==> src/rtl/duck_round_if.sv <==
// duck_round_if: handshake and status bundle between the duck round
// sequencer and its neighbours (frame timing, menu control, hit detection,
// position controller, score/HUD).
// master: drives the event pulses and observes the round outputs.
// slave : the round sequencer itself.
interface duck_round_if;
  // event pulses into the sequencer
  logic       new_frame;
  logic       round_start;
  logic       duck_shot;
  // flight parameters and restart pulse for the position controller
  logic       duck_restart;
  logic       duck_direction;
  logic [4:0] duck_h_spd;
  logic [4:0] duck_v_spd;
  logic [9:0] duck_start_x;
  // status flags and score counters
  logic       round_active;
  logic       duck_falling;
  logic       fly_away;
  logic       game_over;
  logic [3:0] shot_cnt;
  logic [3:0] miss_cnt;
  logic [3:0] round_num;

  modport master (
    output new_frame, round_start, duck_shot,
    input  duck_restart, duck_direction, duck_h_spd, duck_v_spd, duck_start_x,
    input  round_active, duck_falling, fly_away, game_over,
    input  shot_cnt, miss_cnt, round_num
  );

  modport slave (
    input  new_frame, round_start, duck_shot,
    output duck_restart, duck_direction, duck_h_spd, duck_v_spd, duck_start_x,
    output round_active, duck_falling, fly_away, game_over,
    output shot_cnt, miss_cnt, round_num
  );
endinterface

==> src/rtl/duck_round_gen.sv <==
// duck_round_gen: round sequencer feeding the duck position controller.
// Draws flight parameters from a 16-bit Galois LFSR, pulses duck_restart,
// times the flight in video frames, resolves hit vs. fly-away and keeps the
// shot/miss/round counters for scoring.
// Optional build macro: DUCK_SPEEDUP_EN - when defined, each parameter draw
// adds round_num>>1 to both speeds (saturating at 31).
module duck_round_gen #(
  parameter logic [15:0] LFSR_SEED    = 16'hACE1,
  parameter int          ROUND_FRAMES = 300,
  parameter int          HIT_FRAMES   = 60,
  parameter int          ESC_FRAMES   = 90,
  parameter int          ROUNDS       = 10,
  parameter int          H_SPD_MIN    = 2,
  parameter int          V_SPD_MIN    = 2,
  parameter int          X_MIN        = 256
) (
  input logic         clk,
  input logic         rst,
  duck_round_if.slave bus
);

  // an all-zero Galois LFSR would lock up, so a zero seed becomes 1
  localparam logic [15:0] SEED_EFF  = (LFSR_SEED == 16'h0000) ? 16'h0001 : LFSR_SEED;
  localparam logic [15:0] LFSR_MASK = 16'hB400;

  // one frame counter is shared by FLY, HIT and ESCAPE; size it for the longest
  localparam int MAX_FRAMES =
    (ROUND_FRAMES > HIT_FRAMES) ?
      ((ROUND_FRAMES > ESC_FRAMES) ? ROUND_FRAMES : ESC_FRAMES) :
      ((HIT_FRAMES > ESC_FRAMES) ? HIT_FRAMES : ESC_FRAMES);
  localparam int CNT_W = (MAX_FRAMES < 2) ? 1 : $clog2(MAX_FRAMES);

  localparam logic [CNT_W-1:0] ROUND_LAST = CNT_W'(ROUND_FRAMES - 1);
  localparam logic [CNT_W-1:0] HIT_LAST   = CNT_W'(HIT_FRAMES - 1);
  localparam logic [CNT_W-1:0] ESC_LAST   = CNT_W'(ESC_FRAMES - 1);
  localparam logic [CNT_W-1:0] CNT_ONE    = CNT_W'(1);
  localparam logic [3:0]       LAST_ROUND = 4'(ROUNDS - 1);
  localparam logic [5:0]       H_BASE     = 6'(H_SPD_MIN);
  localparam logic [5:0]       V_BASE     = 6'(V_SPD_MIN);
  localparam logic [9:0]       X_BASE     = 10'(X_MIN);

  typedef enum logic [2:0] {
    ST_IDLE,
    ST_LOAD,
    ST_ARM,
    ST_FLY,
    ST_HIT,
    ST_ESCAPE,
    ST_DONE
  } state_t;

  state_t           state_reg, state_next;
  logic [15:0]      lfsr_reg, lfsr_next;
  logic [CNT_W-1:0] frame_cnt_reg, frame_cnt_next;
  logic [3:0]       shot_cnt_reg, shot_cnt_next;
  logic [3:0]       miss_cnt_reg, miss_cnt_next;
  logic [3:0]       round_num_reg, round_num_next;
  logic             dir_reg, dir_next;
  logic [4:0]       h_spd_reg, h_spd_next;
  logic [4:0]       v_spd_reg, v_spd_next;
  logic [9:0]       start_x_reg, start_x_next;

  logic [16:0]      lfsr_ext;
  logic [5:0]       speed_bonus;
  logic [5:0]       h_sum;
  logic [5:0]       v_sum;

  function automatic logic [3:0] sat_inc4(input logic [3:0] value);
    return (value == 4'hF) ? value : value + 4'd1;
  endfunction

  function automatic logic [4:0] sat_spd(input logic [5:0] value);
    return (value > 6'd31) ? 5'd31 : value[4:0];
  endfunction

  // Galois shift-right step: each bit takes its upper neighbour, tapped bits
  // additionally fold in the bit being shifted out
  assign lfsr_ext = {1'b0, lfsr_reg};
  generate
    for (genvar gi = 0; gi < 16; gi++) begin : g_lfsr
      assign lfsr_next[gi] = lfsr_ext[gi+1] ^ (LFSR_MASK[gi] & lfsr_reg[0]);
    end
  endgenerate

`ifdef DUCK_SPEEDUP_EN
  // later rounds fly faster: +1 pixel/frame every second round
  assign speed_bonus = 6'(round_num_reg >> 1);
`else
  assign speed_bonus = 6'd0;
`endif

  assign h_sum = H_BASE + 6'(lfsr_reg[3:1]) + speed_bonus;
  assign v_sum = V_BASE + 6'(lfsr_reg[6:4]) + speed_bonus;

  // state, LFSR, counters and held flight parameters
  always_ff @(posedge clk or negedge rst) begin
    if (!rst) begin
      state_reg     <= ST_IDLE;
      lfsr_reg      <= SEED_EFF;
      frame_cnt_reg <= '0;
      shot_cnt_reg  <= 4'd0;
      miss_cnt_reg  <= 4'd0;
      round_num_reg <= 4'd0;
      dir_reg       <= 1'b0;
      h_spd_reg     <= 5'd0;
      v_spd_reg     <= 5'd0;
      start_x_reg   <= 10'd0;
    end else begin
      state_reg     <= state_next;
      lfsr_reg      <= lfsr_next;
      frame_cnt_reg <= frame_cnt_next;
      shot_cnt_reg  <= shot_cnt_next;
      miss_cnt_reg  <= miss_cnt_next;
      round_num_reg <= round_num_next;
      dir_reg       <= dir_next;
      h_spd_reg     <= h_spd_next;
      v_spd_reg     <= v_spd_next;
      start_x_reg   <= start_x_next;
    end
  end

  // round sequencing: next state, counters and parameter capture
  always_comb begin
    state_next     = state_reg;
    frame_cnt_next = frame_cnt_reg;
    shot_cnt_next  = shot_cnt_reg;
    miss_cnt_next  = miss_cnt_reg;
    round_num_next = round_num_reg;
    dir_next       = dir_reg;
    h_spd_next     = h_spd_reg;
    v_spd_next     = v_spd_reg;
    start_x_next   = start_x_reg;

    case (state_reg)
      ST_IDLE: begin
        if (bus.round_start) begin
          state_next = ST_LOAD;
        end
      end
      ST_LOAD: begin
        dir_next     = lfsr_reg[0];
        h_spd_next   = sat_spd(h_sum);
        v_spd_next   = sat_spd(v_sum);
        start_x_next = X_BASE + 10'(lfsr_reg[15:7]);
        state_next   = ST_ARM;
      end
      ST_ARM: begin
        state_next = ST_FLY;
      end
      ST_FLY: begin
        // a shot landing on the timeout frame still counts as a hit
        if (bus.duck_shot) begin
          state_next    = ST_HIT;
          shot_cnt_next = sat_inc4(shot_cnt_reg);
        end else if (bus.new_frame) begin
          if (frame_cnt_reg == ROUND_LAST) begin
            state_next    = ST_ESCAPE;
            miss_cnt_next = sat_inc4(miss_cnt_reg);
          end else begin
            frame_cnt_next = frame_cnt_reg + CNT_ONE;
          end
        end
      end
      ST_HIT, ST_ESCAPE: begin
        if (bus.new_frame) begin
          if (frame_cnt_reg == ((state_reg == ST_HIT) ? HIT_LAST : ESC_LAST)) begin
            if (round_num_reg == LAST_ROUND) begin
              state_next = ST_DONE;
            end else begin
              round_num_next = sat_inc4(round_num_reg);
              state_next     = ST_LOAD;
            end
          end else begin
            frame_cnt_next = frame_cnt_reg + CNT_ONE;
          end
        end
      end
      ST_DONE: begin
        if (bus.round_start) begin
          shot_cnt_next  = 4'd0;
          miss_cnt_next  = 4'd0;
          round_num_next = 4'd0;
          state_next     = ST_LOAD;
        end
      end
      default: begin
        state_next = ST_IDLE;
      end
    endcase

    // every state starts timing from zero
    if (state_next != state_reg) begin
      frame_cnt_next = '0;
    end
  end

  assign bus.duck_restart   = (state_reg == ST_ARM);
  assign bus.round_active   = (state_reg == ST_FLY);
  assign bus.duck_falling   = (state_reg == ST_HIT);
  assign bus.fly_away       = (state_reg == ST_ESCAPE);
  assign bus.game_over      = (state_reg == ST_DONE);
  assign bus.duck_direction = dir_reg;
  assign bus.duck_h_spd     = h_spd_reg;
  assign bus.duck_v_spd     = v_spd_reg;
  assign bus.duck_start_x   = start_x_reg;
  assign bus.shot_cnt       = shot_cnt_reg;
  assign bus.miss_cnt       = miss_cnt_reg;
  assign bus.round_num      = round_num_reg;

endmodule

==> src/flat_wrapper.sv <==
// flat-port wrapper written by rule: the top's interface ports become plain ports
module duck_round_gen_flat 
#(
  parameter logic [15:0] LFSR_SEED    = 16'hACE1,
  parameter int          ROUND_FRAMES = 300,
  parameter int          HIT_FRAMES   = 60,
  parameter int          ESC_FRAMES   = 90,
  parameter int          ROUNDS       = 10,
  parameter int          H_SPD_MIN    = 2,
  parameter int          V_SPD_MIN    = 2,
  parameter int          X_MIN        = 256
)
  (clk, rst, bus_new_frame, bus_round_start, bus_duck_shot, bus_duck_restart, bus_duck_direction, bus_duck_h_spd, bus_duck_v_spd, bus_duck_start_x, bus_round_active, bus_duck_falling, bus_fly_away, bus_game_over, bus_shot_cnt, bus_miss_cnt, bus_round_num);
  duck_round_if bus_i ();
  input logic clk;
  input logic rst;
  input wire logic [$bits(bus_i.new_frame)-1:0] bus_new_frame;
  input wire logic [$bits(bus_i.round_start)-1:0] bus_round_start;
  input wire logic [$bits(bus_i.duck_shot)-1:0] bus_duck_shot;
  output wire logic [$bits(bus_i.duck_restart)-1:0] bus_duck_restart;
  output wire logic [$bits(bus_i.duck_direction)-1:0] bus_duck_direction;
  output wire logic [$bits(bus_i.duck_h_spd)-1:0] bus_duck_h_spd;
  output wire logic [$bits(bus_i.duck_v_spd)-1:0] bus_duck_v_spd;
  output wire logic [$bits(bus_i.duck_start_x)-1:0] bus_duck_start_x;
  output wire logic [$bits(bus_i.round_active)-1:0] bus_round_active;
  output wire logic [$bits(bus_i.duck_falling)-1:0] bus_duck_falling;
  output wire logic [$bits(bus_i.fly_away)-1:0] bus_fly_away;
  output wire logic [$bits(bus_i.game_over)-1:0] bus_game_over;
  output wire logic [$bits(bus_i.shot_cnt)-1:0] bus_shot_cnt;
  output wire logic [$bits(bus_i.miss_cnt)-1:0] bus_miss_cnt;
  output wire logic [$bits(bus_i.round_num)-1:0] bus_round_num;
  assign bus_i.new_frame = bus_new_frame;
  assign bus_i.round_start = bus_round_start;
  assign bus_i.duck_shot = bus_duck_shot;
  assign bus_duck_restart = bus_i.duck_restart;
  assign bus_duck_direction = bus_i.duck_direction;
  assign bus_duck_h_spd = bus_i.duck_h_spd;
  assign bus_duck_v_spd = bus_i.duck_v_spd;
  assign bus_duck_start_x = bus_i.duck_start_x;
  assign bus_round_active = bus_i.round_active;
  assign bus_duck_falling = bus_i.duck_falling;
  assign bus_fly_away = bus_i.fly_away;
  assign bus_game_over = bus_i.game_over;
  assign bus_shot_cnt = bus_i.shot_cnt;
  assign bus_miss_cnt = bus_i.miss_cnt;
  assign bus_round_num = bus_i.round_num;
  duck_round_gen #(.LFSR_SEED(LFSR_SEED), .ROUND_FRAMES(ROUND_FRAMES), .HIT_FRAMES(HIT_FRAMES), .ESC_FRAMES(ESC_FRAMES), .ROUNDS(ROUNDS), .H_SPD_MIN(H_SPD_MIN), .V_SPD_MIN(V_SPD_MIN), .X_MIN(X_MIN)) u_core (.clk(clk), .rst(rst), .bus(bus_i));
endmodule
==> config.mk <==
export PLATFORM = sky130hd
export DESIGN_NAME = duck_round_gen_flat
export DESIGN_NICKNAME = d
export VERILOG_FILES = /design/src/rtl/duck_round_if.sv /design/src/rtl/duck_round_gen.sv /design/src/flat_wrapper.sv
export SDC_FILE = /design/constraint.sdc
export NUM_CORES = 1
export LEC_CHECK = 0
export BUFFER_PORTS_ARGS = -buffer_cell sky130_fd_sc_hd__buf_2
export CAP_MARGIN = 30
export CELL_PAD_IN_SITES_DETAIL_PLACEMENT = 1
export CELL_PAD_IN_SITES_GLOBAL_PLACEMENT = 2
export CORE_AREA = 4 4 98 100
export DETAILED_ROUTE_END_ITERATION = 8
export DIE_AREA = 0 0 102 104
export PLACE_DENSITY_LB_ADDON = 0.1
export SETUP_SLACK_MARGIN = 0.5
export SYNTH_ARGS = -nofsm -noshare
export SYNTH_HDL_FRONTEND = slang
export SYNTH_SLANG_ARGS = --single-unit
==> constraint.sdc <==
create_clock -name clk -period 2.1 [get_ports clk]
set_input_delay 0.42 -clock clk [delete_from_list [all_inputs] [get_ports clk]]
set_output_delay 0.42 -clock clk [all_outputs]
set_load 0.02 [all_outputs]
==> impl_metrics.tcl, run 1 <==
set metrics [dict create \
    overflow 0 \
    h-tree-depth 3 \
    rows 34 \
    diodes 0 \
    areaGrowthSynthToFinish_pct 39.0 \
    vias_per_cell 4.95 \
    multi_input_area_mm2 0.00140 \
    drt-total-wl_um 7600 \
    antenna_left 0 \
    post-route-period-util_pct 94.2 \
    grtUsageTotal_pct 15.4 \
    start_util_pct 31.7 \
    hold_viol 0 \
    vias 2295 \
    finClkSkew_ns 0.00637 \
    root_buffer "clkbuf_8" \
    die_x_um 102 \
    fin_crit_ns 1.98 \
    leakagePower_nw 1.87 \
    synth-seq-cells 59 \
    path_class "reg -> reg" \
    top_level_ports 43 \
    clkSlewWorstSetupHoldPaths_ns 0.07 \
    drt_first_iter_violations 86 \
    yosysTopAreaCell "dfrtp_1" \
    yosys.area_share.xor_xnor_pct 2.86 \
    cts_tree "yes" \
    syn_area_mm2 0.00275 \
    clockBufferDepth 2 \
    final_layout_size_suffix_gt1_share_pct 42.4 \
    cts_hold_repair.buffers 0 \
    fin_nets 364 \
    ir_drop_uv 542 \
    fin_area_mm2 0.00383 \
    cp.arrival_ns 2.23 \
    drcViolationCount 0 \
    synth-compound-area-share_pct 11.3 \
    drv_cap 0 \
    synthTopCellsByCount "67 x nand2_1, 51 x dfrtp_1, 16 x o21ai_0" \
    muxShareOfSynthArea_pct 1.45 \
    yosys.area_share.simple_pct 23.8 \
    regArea_mm2 0.00149 \
    num-fill-cells 990 \
    hold_class "in -> async" \
    synth_top_flop_cell "dfrtp_1" \
    synthDistinctLibCells 55 \
    synth_cells 273 \
    largest_reg_flops 16 \
    synth_warnings 0 \
    synth_edf_count 0 \
    status "completed" \
    cp.required_ns 2.35 \
    p_per_area_mw_per_mm2 1050 \
    synth_top_family_by_area "simple AND/OR/NAND/NOR gates" \
    fin_tns_setup_ns 0 \
    cp-end-kind "flip-flop" \
    syn_avg_cell_area_um2 10.1 \
    grt_pass1_vias 2422 \
    core-area_mm2 0.00868 \
    wl_per_cell_um 16.4 \
    rsz0062_at_grt "yes" \
    cts.sinks 59 \
    cp_slowest_stage_delay_ns 0.51 \
    drv_slew 0 \
    p_total_mw 4.01 \
    hpwl_um 4770 \
    grt_pass1_wl_um 13000 \
    gp_congestion 0.724 \
    seq_area_frac_synth_pct 54.0 \
    async_reset_ff_share_pct 100 \
    die_area_mm2 0.0106 \
    worstSkewPairLatency_ns 0.34 \
    drt_first_pass_iters 4 \
    max_freq_mhz 505 \
    startpoint_type "flip-flop" \
    yosysMostFrequentCell "nand2_1" \
    fin_util_pct 44.1 \
    synth_top_cells_by_area "dfrtp_1 46%, nand2_1 9.1%, dfstp_2 7.6%" \
    synth_top_area_share_pct 46.3 \
    crit_path_max_fanout 7 \
    hold_slack_ns 0.0189 \
    antenna_found_initial 0 \
    die_h_um 104 \
    cpMaxStageDelayCell "or4_4" \
    crit_chain "buf_6, nor3b_4, mux2i_4, and4_4, or4_4, a211oi_2" \
    synthAdderAreaFrac_pct 3.54 \
    setup_viol 0 \
    grt_max_degree 45 \
    portBuffers 40 \
    numCtsBuffers 9 \
    place_area_mm2 0.00321 \
]
==> cell families after synthesis <==
logic type | count (synthesis)
buffers and inverters | 17
AND/OR/NAND/NOR | 129
other | 1
multiplexers | 4
adder cells (fa/ha/maj) | 8
XOR/XNOR | 9
flip-flops | 59
AO/OA/AOI/OAI | 46
==> timing repair <==
item / 4_1_cts / 5_1_grt
pin swaps: 14 / 8
setup buffers: 16 / 7
gates resized for setup: 38 / 28
gates cloned: 1 / 1
setup endpoints to repair: 26 / 29
==> where the power goes <==
part	internal (mW)	leakage, nW	switching [mW]	total (mW)
Combinational	0.847	1.01	0.928	1.77
Clock	0.447	0.0839	0.468	0.914
Sequential	1.22	0.774	0.0990	1.32
==> cell usage in the layout, fill, tap and decap left out, types with 3 or more instances in the layout <==
cell	n
inv_1	3
o21ai_0	13
mux2i_1	3
ha_1	6
clkbuf_8	10
clkinv_2	3
nand2_1	64
a211oi_2	4
a21oi_1	6
and3_1	5
nor3_1	6
nor2_1	6
xor2_1	8
dfrtp_2	6
nand2_2	3
dfrtp_1	45
dfstp_2	8
buf_2	35
nand3_1	9
buf_6	17
a211oi_1	3
buf_4	21
==> layout make-up <==
class,count,share of cell area (%)
inverter,6,0.654
multi-input combinational,199,36.6
timing repair buffer,77,15.8
tap,108,3.53
clock inverter,5,0.784
clock buffer,10,3.59
sequential,59,39.0
==> final timing paths <==
| check | from | to | slack (ns) | cells past startpoint |
|---|---|---|---|---|
| max | u_core.state_reg[0] | u_core.frame_cnt_reg[3] | 0.12 | 6 |
| min | rst | u_core.frame_cnt_reg[1] | 0.02 | 1 |
| max reg2reg | u_core.state_reg[0] | u_core.frame_cnt_reg[3] | 0.12 | 6 |
| min reg2reg | u_core.lfsr_reg[7] | u_core.lfsr_reg[6] | 0.37 | 0 |
| max in group asynchronous | rst | u_core.lfsr_reg[15] | 1.45 | 2 |
| min in group clk | u_core.lfsr_reg[7] | u_core.lfsr_reg[6] | 0.37 | 0 |
==> routing by layer <==
layer | routed length [um] | part of all wire [%] | track usage [%]
met2 | 3540 | 47 | 23.3
met4 | 66 | 0.87 | 3.66
met5 | 0 | 0 | 0
met3 | 271 | 3.6 | 4.16
met1 | 3720 | 49 | 21.7
==> critical path, delay by kind of cell, from the launching register on <==
family	cells	cell delay, ns
buffers and inverters	1	0.13
and+or+nand+nor	3	1.00
DFF	1	0.43
AOI/OAI and AO/OA	1	0.22
muxes	1	0.12
==> stage by stage <==
step                      worst slack [ns]  cells
after floorplan                      0.176    274
after global placement               0.152    424
after detailed placement             0.111    424
after CTS                            0.176    456
after global routing                0.0438    464
final                                0.122    464
Power figures use the tool's default switching activity.
==> run 2, diff against run 1 <==
--- a/config.mk
+++ b/config.mk
@@ -12,7 +12,7 @@
 export CORE_AREA = 4 4 98 100
 export DETAILED_ROUTE_END_ITERATION = 8
 export DIE_AREA = 0 0 102 104
-export PLACE_DENSITY_LB_ADDON = 0.1
+export PLACE_DENSITY = 0.81
 export SETUP_SLACK_MARGIN = 0.5
 export SYNTH_ARGS = -nofsm -noshare
 export SYNTH_HDL_FRONTEND = slang
==> run 2 against run 1 <==
Compared with the run above: critical path depth is 1 higher; first-iteration DRC count is 50% higher; worst hold slack worse by 0.0020 ns; sequential power about the same; critical path type unchanged.
==> impl_metrics.tcl, run 2 (synthesized netlist as in run 1, its figures left out) <==
set metrics [dict create \
    multi_input_area_mm2 0.00149 \
    cp.arrival_ns 2.23 \
    num-fill-cells 988 \
    wl_met1_um 3650 \
    path_class "reg -> reg" \
    power.combinational.fraction_pct 43.0 \
    vias_per_cell 5.17 \
    grt_pass1_vias 2776 \
    finClkSkew_ns 0.0125 \
    drcViolationCount 0 \
    grt_max_degree 45 \
    antenna_found_initial 0 \
    clkSlewWorstSetupHoldPaths_ns 0.08 \
    met2_length_um 4770 \
    rsz0062_at_grt "yes" \
    crit_path_max_fanout 7 \
    drt_first_pass_iters 4 \
    grt_pass1_wl_um 14600 \
    worstSkewPairLatency_ns 0.35 \
    regArea_mm2 0.00150 \
    met3_length_um 279 \
    drv_cap 0 \
    cp.required_ns 2.36 \
    antenna_left 0 \
    cts.sinks 59 \
    drt_first_iter_violations 129 \
    final_layout_size_suffix_gt1_share_pct 48.0 \
    areaGrowthSynthToFinish_pct 46.2 \
    fin_nets 374 \
    die_x_um 102 \
    mostFrequentLayoutCells "64 x nand2_1, 43 x dfrtp_1, 35 x buf_2, 34 x buf_4, 15 x buf_6" \
    wl_per_cell_um 18.9 \
    h-tree-depth 3 \
    status "completed" \
    ir_drop_uv 799 \
    p_sw_mw 1.62 \
    startpoint_type "flip-flop" \
    fin_util_pct 46.4 \
    vias 2458 \
    die_area_mm2 0.0106 \
    drt-total-wl_um 8960 \
    core-area_mm2 0.00868 \
    highest_layer "met4" \
    root_buffer "clkbuf_8" \
    final_common_cell "nand2_1" \
    clockBufferDepth 2 \
    numCtsBuffers 9 \
    fin_tns_setup_ns 0 \
    leakagePower_nw 1.96 \
    post-route-period-util_pct 93.8 \
    grtUsageTotal_pct 17.7 \
    die_h_um 104 \
    cp-end-kind "flip-flop" \
    fin_crit_ns 1.97 \
    drv_slew 0 \
    gp_congestion 0.768 \
    setup_viol 0 \
    seqPwrFrac_pct 30.0 \
    p_int_mw 2.77 \
    hold_class "in -> async" \
    p_per_area_mw_per_mm2 1090 \
    portBuffers 40 \
    fin_area_mm2 0.00403 \
    overflow 0 \
    sw_frac_of_total_pct 37.0 \
    start_util_pct 31.7 \
    diodes 0 \
    cts_tree "yes" \
    max_freq_mhz 508 \
    largest_reg_flops 16 \
    top_level_ports 43 \
    hpwl_um 4840 \
    rows 34 \
    place_area_mm2 0.00319 \
    hold_viol 0 \
    clockPowerShare_pct 27.0 \
    hold_slack_ns 0.0169 \
]
-- run 2: cell type report --
class	instances	area share [%]
multi-input combinational	199	37.0
inverter	6	0.622
clock buffer	12	3.60
timing repair buffer	87	16.4
sequential	59	37.2
clock inverter	4	1.83
tap	108	3.36
-- run 2: through the flow --
| step | worst slack (ns) | power [mW] | cells |
|---|---|---|---|
| finish | 0.130 | 4.40 | 475 |
| global route | 0.0800 | 4.63 | 475 |
| CTS | 0.180 | 4.17 | 464 |
| detailed placement | 0.101 | 2.46 | 421 |
| global placement | 0.171 | 2.44 | 421 |
| floorplan | 0.176 | 2.08 | 274 |
-- run 2: timing repair --
item | 4_1_cts | 5_1_grt
setup buffers | 26 | 11
hold buffers | 0 | 0
resized for setup | 57 | 28
endpoints found under the setup margin | 26 | 29
pin swaps | 23 | 11
gates cloned | 1 | 0
-- run 2: power by group through the flow --
stage,Sequential [mW],Clock (mW),Combinational [mW]
3_3_place_gp,1.33,0,1.11
4_1_cts,1.31,1.20,1.65
3_5_place_dp,1.34,0,1.12
2_1_floorplan,1.37,0,0.712
5_1_grt,1.33,1.27,2.03
6_report,1.32,1.19,1.89
-- run 2: path summary, 6_finish.rpt --
| kind | start | endpoint | slack [ns] | cells past startpoint |
|---|---|---|---|---|
| max in group asynchronous | rst | u_core.lfsr_reg[11] | 1.42 | 2 |
| worst max-delay path | u_core.frame_cnt_reg[1] | u_core.frame_cnt_reg[3] | 0.13 | 7 |
| min in group clk | u_core.lfsr_reg[6] | u_core.lfsr_reg[5] | 0.37 | 0 |
| worst max register to register | u_core.frame_cnt_reg[1] | u_core.frame_cnt_reg[3] | 0.13 | 7 |
| worst min-delay path | rst | u_core.state_reg[0] | 0.02 | 1 |
| worst min register to register | u_core.lfsr_reg[6] | u_core.lfsr_reg[5] | 0.37 | 0 |
-- run 2: critical path: stages, from the launching register on --
cell,delay [ns]
dfrtp_1,0.41
buf_4,0.16
buf_4,0.13
nand3b_1,0.14
mux2i_4,0.12
and4_4,0.22
or4_1,0.52
a211oi_2,0.18
-- run 2: metal layers --
layer  vias to the layer above  global-route usage (%)
li1                       1131                       -
met1                      1249                    20.5
met2                        57                    30.7
met3                        21                    3.82
met4                         0                    7.97
met5                         -                       0
